===== config.mk =====
export PLATFORM = sky130hd
export DESIGN_NAME = input_debounce
export DESIGN_NICKNAME = d
export VERILOG_FILES = /design/src/rtl/input_debounce.sv
export SDC_FILE = /design/constraint.sdc
export NUM_CORES = 1
export LEC_CHECK = 0
export ABC_CLOCK_PERIOD_IN_PS = 9260
export CORE_MARGIN = 8
export CORE_UTILIZATION = 65
export DETAILED_ROUTE_END_ITERATION = 10
export MAX_ROUTING_LAYER = met4
export PLACE_DENSITY_LB_ADDON = 0.15
export SETUP_SLACK_MARGIN = 0.1
export SYNTH_ARGS = -nofsm -noshare
export SYNTH_HDL_FRONTEND = slang
export SYNTH_SLANG_ARGS = --single-unit

===== constraint.sdc =====
create_clock -name i_clk -period 9.26 [get_ports i_clk]
set_input_delay 2.778 -clock i_clk [delete_from_list [all_inputs] [get_ports i_clk]]
set_output_delay 2.778 -clock i_clk [all_outputs]
set_load 0.03 [all_outputs]

===== src/rtl/input_debounce.sv =====
// Two-flop synchroniser plus per-channel stable-count debouncer.
// Emits clean levels, one-cycle rise/fall pulses and a settled flag.
module input_debounce #(
   parameter int unsigned      WIDTH           = 4,
   parameter int unsigned      DEBOUNCE_CYCLES = 1_000_000,
   parameter logic [WIDTH-1:0] RESET_VAL       = '0
) (
   input  logic             i_clk,
   input  logic             i_rst,
   input  logic [WIDTH-1:0] i_raw,
   output logic [WIDTH-1:0] o_level,
   output logic [WIDTH-1:0] o_rise,
   output logic [WIDTH-1:0] o_fall,
   output logic             o_settled
);

   localparam int unsigned CW = $clog2(DEBOUNCE_CYCLES + 1);
   localparam logic [CW-1:0] LAST = CW'(DEBOUNCE_CYCLES - 1);

   logic [WIDTH-1:0] s1_q;
   logic [WIDTH-1:0] s2_q;
   logic [WIDTH-1:0] level_q;
   logic [WIDTH-1:0] level_d;
   logic [WIDTH-1:0] rise_q;
   logic [WIDTH-1:0] rise_d;
   logic [WIDTH-1:0] fall_q;
   logic [WIDTH-1:0] fall_d;
   logic [CW-1:0]    cnt_q [WIDTH];
   logic [CW-1:0]    cnt_d [WIDTH];
   logic             settled_q;
   logic             settled_d;

   always_comb begin
      level_d   = level_q;
      rise_d    = '0;
      fall_d    = '0;
      settled_d = (s2_q == level_q);
      for (int k = 0; k < int'(WIDTH); k++) begin
         cnt_d[k] = '0;
         if (cnt_q[k] != '0) settled_d = 1'b0;
         if (s2_q[k] != level_q[k]) begin
            if (cnt_q[k] == LAST) begin
               // Accept: level and its pulse update on the same edge
               level_d[k] = s2_q[k];
               rise_d[k]  = s2_q[k];
               fall_d[k]  = ~s2_q[k];
            end else begin
               cnt_d[k] = cnt_q[k] + CW'(1);
            end
         end
      end
   end

   always_ff @(posedge i_clk or posedge i_rst) begin
      if (i_rst) begin
         s1_q      <= RESET_VAL;
         s2_q      <= RESET_VAL;
         level_q   <= RESET_VAL;
         rise_q    <= '0;
         fall_q    <= '0;
         settled_q <= 1'b1;
         for (int k = 0; k < int'(WIDTH); k++) cnt_q[k] <= '0;
      end else begin
         s1_q      <= i_raw;
         s2_q      <= s1_q;
         level_q   <= level_d;
         rise_q    <= rise_d;
         fall_q    <= fall_d;
         settled_q <= settled_d;
         for (int k = 0; k < int'(WIDTH); k++) cnt_q[k] <= cnt_d[k];
      end
   end

   assign o_level   = level_q;
   assign o_rise    = rise_q;
   assign o_fall    = fall_q;
   assign o_settled = settled_q;

endmodule


==> summary.md, run 1 <==
| Metric | Value |
|---|---|
| Crit-path max cell delay | `around 660 ps` |
| Vias in the first global route | `3779` |
| Grt total ovfl | `0` |
| PostCTS Resize Cnt | `0` |
| Worst-Margin Slew | `~1100 ps` |
| Core footprint | `7290 um^2` |
| Clock Path Buffers | `2` |
| DR vias/cell | `between 6 and 7` |
| Crit path required time | `6480 ps` |
| Num rows | `31` |
| Final hold violation count | `0` |
| Post-route clock skew | `5.63 ps` |
| Synth Instances | `499` |
| Max-cap violations | `0` |
| Total number of vias | `3825` |
| Die Footprint | `between 10000 and 15000 um^2` |
| Starting DRC count in detailed routing | `215` |
| 1st-pass router iterations | `5` |
| Power, Total | `0.000794 W` |
| Startpoint Class | `register` |
| Slowest-stage cell, CP | `clkdlybuf4s50_1` |
| FILL cells | `between 500 and 600` |
| Sequential-to-total area share from yosys stat | `51.4%` |
| Clk Latency, worst-skew pair | `~360 ps` |
| Antenna-violating nets left | `0` |
| Layout cells sized above 1 | `6.51%` |
| Post-CTS Setup Bufs | `0` |
| Worst setup path category | `reg -> out` |
| Largest net degree at the start of global routing | `91` |
| Worst min-delay path class | `reg -> reg` |
| Placed cell count | `~610` |
| Final setup fails | `0` |
| Status | `complete, no violations` |
| Num CTS Buffers | `9` |
| Fin cells | `621` |
| Delay-heaviest family, CP | `buffers and inverters` |
| Ys Warns | `0` |
| Slew Limit Fails | `0` |
| Global-route wire length before repair | `between 15 and 20 mm` |
| Worst path arrival time | `about 1500 ps` |
| Power Density | `147 nW/um^2` |
| I/O pin cnt | `19` |
| Max FO, Critical Path | `1` |
| H-tree levels | `3` |
| Critical path, cell by cell | `clkdlybuf4s50_1` |
| Worst slew margin | `around a quarter` |
| Hold-fix buffers, CTS | `0` |
| Async set-reset flop share out of synthesis | `100%` |
| Initial core utilization | `67.4%` |
| Final net count | `532` |
| Die Wd | `about 100 um` |
| PortBufs | `18` |
| Final core occ | `approximately three quarters` |
| Period utilization | `46.6%` |
| CTS tree | `done` |
| Post-layout minimum cycle time | `4320 ps` |
| Reg clk slew, reported paths | `100 ps` |
| Top_reg_cell synth | `dfrtp_1` |
| DR WL/cell | `16.2 um` |
| Post-synth EDFFs | `0` |
| Mapped cell area | `4920 um^2` |
| Setup TNS | `0 ps` |
| Root Driver | `clkbuf_8` |
| Lkg Pwr | `2.14 nW` |
| Clock sink total | `a little over 100` |
| N_diodes | `0` |
| Syn Area/Cell | `9.85 um^2` |
| Final WL | `10.0 mm` |
| Max frequency | `232 MHz` |
| Buf/Inv on CP | `1` |
| Unique masters post-synth | `34` |
| Initial antenna violation count | `0` |
| Global Route Usage Sum | `21.2%` |
| Setup WS post-layout | `4940 ps` |
| Global placer's final weighted congestion | `0.818` |
| Area grow syn2layout | `10.1%` |
| Peak VDD IR | `0.144 mV` |
| DRC | `0` |
| Post-place setup slack | `4820 ps` |
| Synth Net Count | `513` |
| Die height | `103 um` |
| DP HPWL | `7.06 mm` |
| Yosys reg bits | `101` |
| Endpoint class of the critical path | `output port` |
| Unrepaired setup endpoints after global routing | `false` |
-- kinds of logic after synthesis --
kind of cell | share of synthesized area (%)
compound gates | 7.23
buf+inv | 2.85
mux | 0.916
fa+ha+maj | 2.04
simple gates | 27.0
flops | 51.4
xor+xnor | 8.55
-- area by class of cell --
type	count	area (um^2)	area share (%)
clock buffers	9	124	2.29
clock inverters	6	87.6	1.62
inverters	21	81.3	1.50
multi-input cells	362	2250	41.5
flip-flops and latches	101	2530	46.7
well taps	99	124	2.29
repair buffers	23	218	4.02
-- flip-flops by register name, indices dropped and copies added, names as in the netlist --
signal	flops
s2_q	4
o_fall	4
cnt_q	80
o_settled	1
o_rise	4
o_level	4
s1_q	4
-- synthesized netlist by cell type, types with 14 or more instances --
| cell | n | share of area (%) |
|---|---|---|
| dfrtp_1 | 100 | 51 |
| nor2_1 | 56 | 4.3 |
| nand2_1 | 32 | 2.4 |
| xnor2_1 | 32 | 5.7 |
| nand3_1 | 31 | 3.2 |
| a21oi_1 | 28 | 2.9 |
| inv_1 | 21 | 1.6 |
| nor4_1 | 20 | 2.5 |
| or4_1 | 20 | 3.1 |
| nand4_1 | 19 | 2.4 |
| or3_1 | 19 | 2.4 |
| xor2_1 | 16 | 2.9 |
| o21ai_0 | 15 | 1.5 |
| nor3_1 | 14 | 1.4 |
-- through the flow --
step | hold slack, ps | cell area (um^2)
3_3_place_gp | 333 | 5200
4_1_cts | 366 | 5410
5_1_grt | 371 | 5410
2_1_floorplan | 331 | 4920
6_report | 362 | 5410
3_5_place_dp | 350 | 5200
-- report_power, final --
part | total [W] | internal [W] | switching, W
registers | 0.000454 | 0.000447 | 0.00000776
clock network | 0.000304 | 0.000151 | 0.000152
logic | 0.0000354 | 0.0000123 | 0.0000231
total | 0.000794 | 0.000610 | 0.000183
-- cells in the final DEF (no fill, tap or decap), types with 5 or more instances in the layout --
cell               n
a21oi_1           28
and3_1             7
buf_4              5
clkbuf_8           9
clkdlybuf4s50_1   18
dfrtp_1          100
ha_1               8
inv_1             20
nand2_1           32
nand3_1           31
nand4_1           19
nor2_1            56
nor3_1            14
nor3b_1            8
nor4_1            20
o21ai_0           15
o31ai_1           12
or3_1             19
or4_1             20
xnor2_1           32
xor2_1            16
-- final timing paths --
path	to	cells after the start	slack, ps	from
worst max-delay path	o_settled	1	4940	o_settled$_DFF_PP1_
worst min-delay path	s2_q[2]$_DFF_PP0_	0	360	s1_q[2]$_DFF_PP0_
worst max register to register	cnt_q[35]$_DFF_PP0_	4	6990	cnt_q[22]$_DFF_PP0_
worst min register to register	s2_q[2]$_DFF_PP0_	0	360	s1_q[2]$_DFF_PP0_
max in group asynchronous	cnt_q[34]$_DFF_PP0_	3	5270	i_rst
min in group asynchronous	cnt_q[25]$_DFF_PP0_	2	2650	i_rst
-- routing by layer --
metal  vias to the layer above  global-route usage, %  part of all wire [%]
li1                       1831                      -                     -
met1                      1903                   27.2                    44
met2                        84                   33.9                    50
met3                         7                   4.25                   4.8
met4                         0                   5.34                  0.87
met5                         -                      -                     0
No activity file was read; power rests on OpenSTA's default activity.
==> inputs of run 2 (changes only) <==
Settings changed: ABC_CLOCK_PERIOD_IN_PS 9260 to 3750, CORE_UTILIZATION 65 to 55.
Clock period 9.26 ns to 3.75 ns, I/O delays scaled along.
==> run 2 against run 1 <==
Against the previous run: global-route usage down 4.3 points; combinational power increased by 150%; worst hold slack lost 2.0 ps; critical endpoint unchanged; largest cell class unchanged; largest power group unchanged; highest routed layer unchanged.
==> summary.md, run 2 (synthesized netlist as in run 1, its figures left out) <==
| Metric | Value |
|---|---|
| Status | `complete, no violations` |
| Worst path arrival time | `1540 ps` |
| N_diodes | `0` |
| Vias in the first global route | `3600` |
| Commonest non-fill, non-tap cell in the layout | `dfrtp_1` |
| Psw | `0.000470 W` |
| PostCTS Resize Cnt | `0` |
| Final std cell area, no fill | `5440 um^2` |
| Core footprint | `8680 um^2` |
| CTS tree | `done` |
| Lkg Pwr | `around 2.1 nW` |
| Combinational power share | `about 4.6%` |
| DP HPWL | `between 6 and 7 mm` |
| Buf/Inv on CP | `1` |
| Crit path required time | `around 2600 ps` |
| Antenna-violating nets left | `0` |
| Worst min-delay path class | `reg -> reg` |
| Switch share | `24.4%` |
| Largest Register | `cnt_q` |
| DR WL/cell | `15.3 um` |
| Sequential power share | `~58%` |
| Peak VDD IR | `0.221 mV` |
| I/O pin cnt | `19` |
| 1st-pass router iterations | `4` |
| Endpoint class of the critical path | `output port` |
| Final WL | `9.67 mm` |
| Clk Latency, worst-skew pair | `360 ps` |
| Setup TNS | `0 ps` |
| Max FFs per register | `80` |
| Placement-stage cell area | `between 5000 and 6000 um^2` |
| Post-CTS Setup Bufs | `0` |
| DR vias/cell | `roughly 6` |
| Worst-Margin Slew | `710 ps` |
| Root Driver | `clkbuf_8` |
| Global-route wire length before repair | `approximately 17 mm` |
| PortBufs | `18` |
| Largest net degree at the start of global routing | `55` |
| Global Route Usage Sum | `17.0%` |
| Die Footprint | `12200 um^2` |
| Layout cells sized above 1 | `under 10%` |
| Power Density | `354 nW/um^2` |
| Num CTS Buffers | `9` |
| Area grow syn2layout | `10.6%` |
| Final setup fails | `0` |
| Total number of vias | `between 3000 and 4000` |
| Commonest cells after routing, fill and taps aside | `dfrtp_1 (100), nor2_1 (56), nand2_1 (32), xnor2_1 (32), nand3_1 (31)` |
| Hold-fix buffers, CTS | `0` |
| Starting DRC count in detailed routing | `~170` |
| Clock sink total | `between 100 and 150` |
| Die Wd | `~110 um` |
| Period utilization | `71.0%` |
| Global placer's final weighted congestion | `~0.86` |
| H-tree levels | `3` |
| Grt total ovfl | `0` |
| Slew Limit Fails | `0` |
| Flop2flop setup slack | `1400 ps` |
| Final net count | `about 530` |
| Worst setup path category | `reg -> out` |
| Reg clk slew, reported paths | `100 ps` |
| Delay-heaviest family, CP | `buffers and inverters` |
| Slowest-stage cell, CP | `clkdlybuf4s50_1` |
| Max-cap violations | `0` |
| Initial antenna violation count | `0` |
| Crit-path max cell delay | `around 650 ps` |
| Startpoint Class | `register` |
| Max FO, Critical Path | `1` |
| FILL cells | `743` |
| Die height | `111 um` |
| Critical path, cell by cell | `clkdlybuf4s50_1` |
| Initial core utilization | `56.6%` |
| Max frequency | `between 300 and 400 MHz` |
| Unrepaired setup endpoints after global routing | `false` |
| DRC | `0` |
| Clock power share | `37.1%` |
| Num rows | `34` |
| Worst slew margin | `a little over half` |
| P_int | `0.00145 W` |
| Final hold violation count | `0` |
| Post-route clock skew | `6.29 ps` |
| Clock Path Buffers | `2` |
| Post-layout minimum cycle time | `2660 ps` |
## run 2: cell count changes in the layout (fill, tap and decap cells not counted), sizes merged
cell,before,now
clkinvlp,0,2
inv,22,23
buf,5,6
bufinv,2,1
clkinv,3,2
## run 2: cell type report
cell class	count	area [um^2]	area share, %
flip-flops and latches	101	2530	46.5
clock inverters	7	81.3	1.50
multi-input cells	362	2250	41.3
well taps	108	135	2.49
clock buffers	9	124	2.28
inverters	21	82.6	1.52
repair buffers	24	238	4.37
## run 2: worst paths after layout
path / from / cells after the start / to
max in group asynchronous: i_rst / 3 / cnt_q[53]$_DFF_PP0_
worst min-delay path: s1_q[2]$_DFF_PP0_ / 0 / s2_q[2]$_DFF_PP0_
worst min register to register: s1_q[2]$_DFF_PP0_ / 0 / s2_q[2]$_DFF_PP0_
min in group asynchronous: i_rst / 2 / o_rise[0]$_DFF_PP0_
worst max register to register: cnt_q[40]$_DFF_PP0_ / 6 / cnt_q[46]$_DFF_PP0_
worst max-delay path: o_settled$_DFF_PP1_ / 1 / o_settled
## run 2: layer usage
layer  vias up  global-route usage (%)  part of all wire (%)
li1       1831                       -                     -
met1      1792                    22.3                    48
met2        54                    25.4                    47
met3         8                    3.84                   3.8
met4         0                    5.41                  0.91
met5         -                       -                     0
## run 2: per-stage QoR
step | power (W) | instances | worst slack (ps) | hold slack (ps) | util, %
floorplan | 0.00120 | 499 | 1420 | 331 | -
global placement | 0.00123 | 616 | 1470 | 335 | 60.3
detailed placement | 0.00123 | 616 | 1440 | 339 | 60.3
CTS | 0.00196 | 632 | 1060 | 364 | 62.6
global route | 0.00200 | 632 | 1030 | 378 | 62.6
finish | 0.00192 | 632 | 1090 | 360 | 62.6
## run 2: power groups by stage
stage / sequential (W) / combinational, W / clock [W]
2_1_floorplan: 0.00114 / 0.0000617 / 0
3_3_place_gp: 0.00114 / 0.0000889 / 0
3_5_place_dp: 0.00114 / 0.0000900 / 0
4_1_cts: 0.00112 / 0.0000908 / 0.000745
5_1_grt: 0.00112 / 0.000102 / 0.000774
6_report: 0.00112 / 0.0000876 / 0.000713
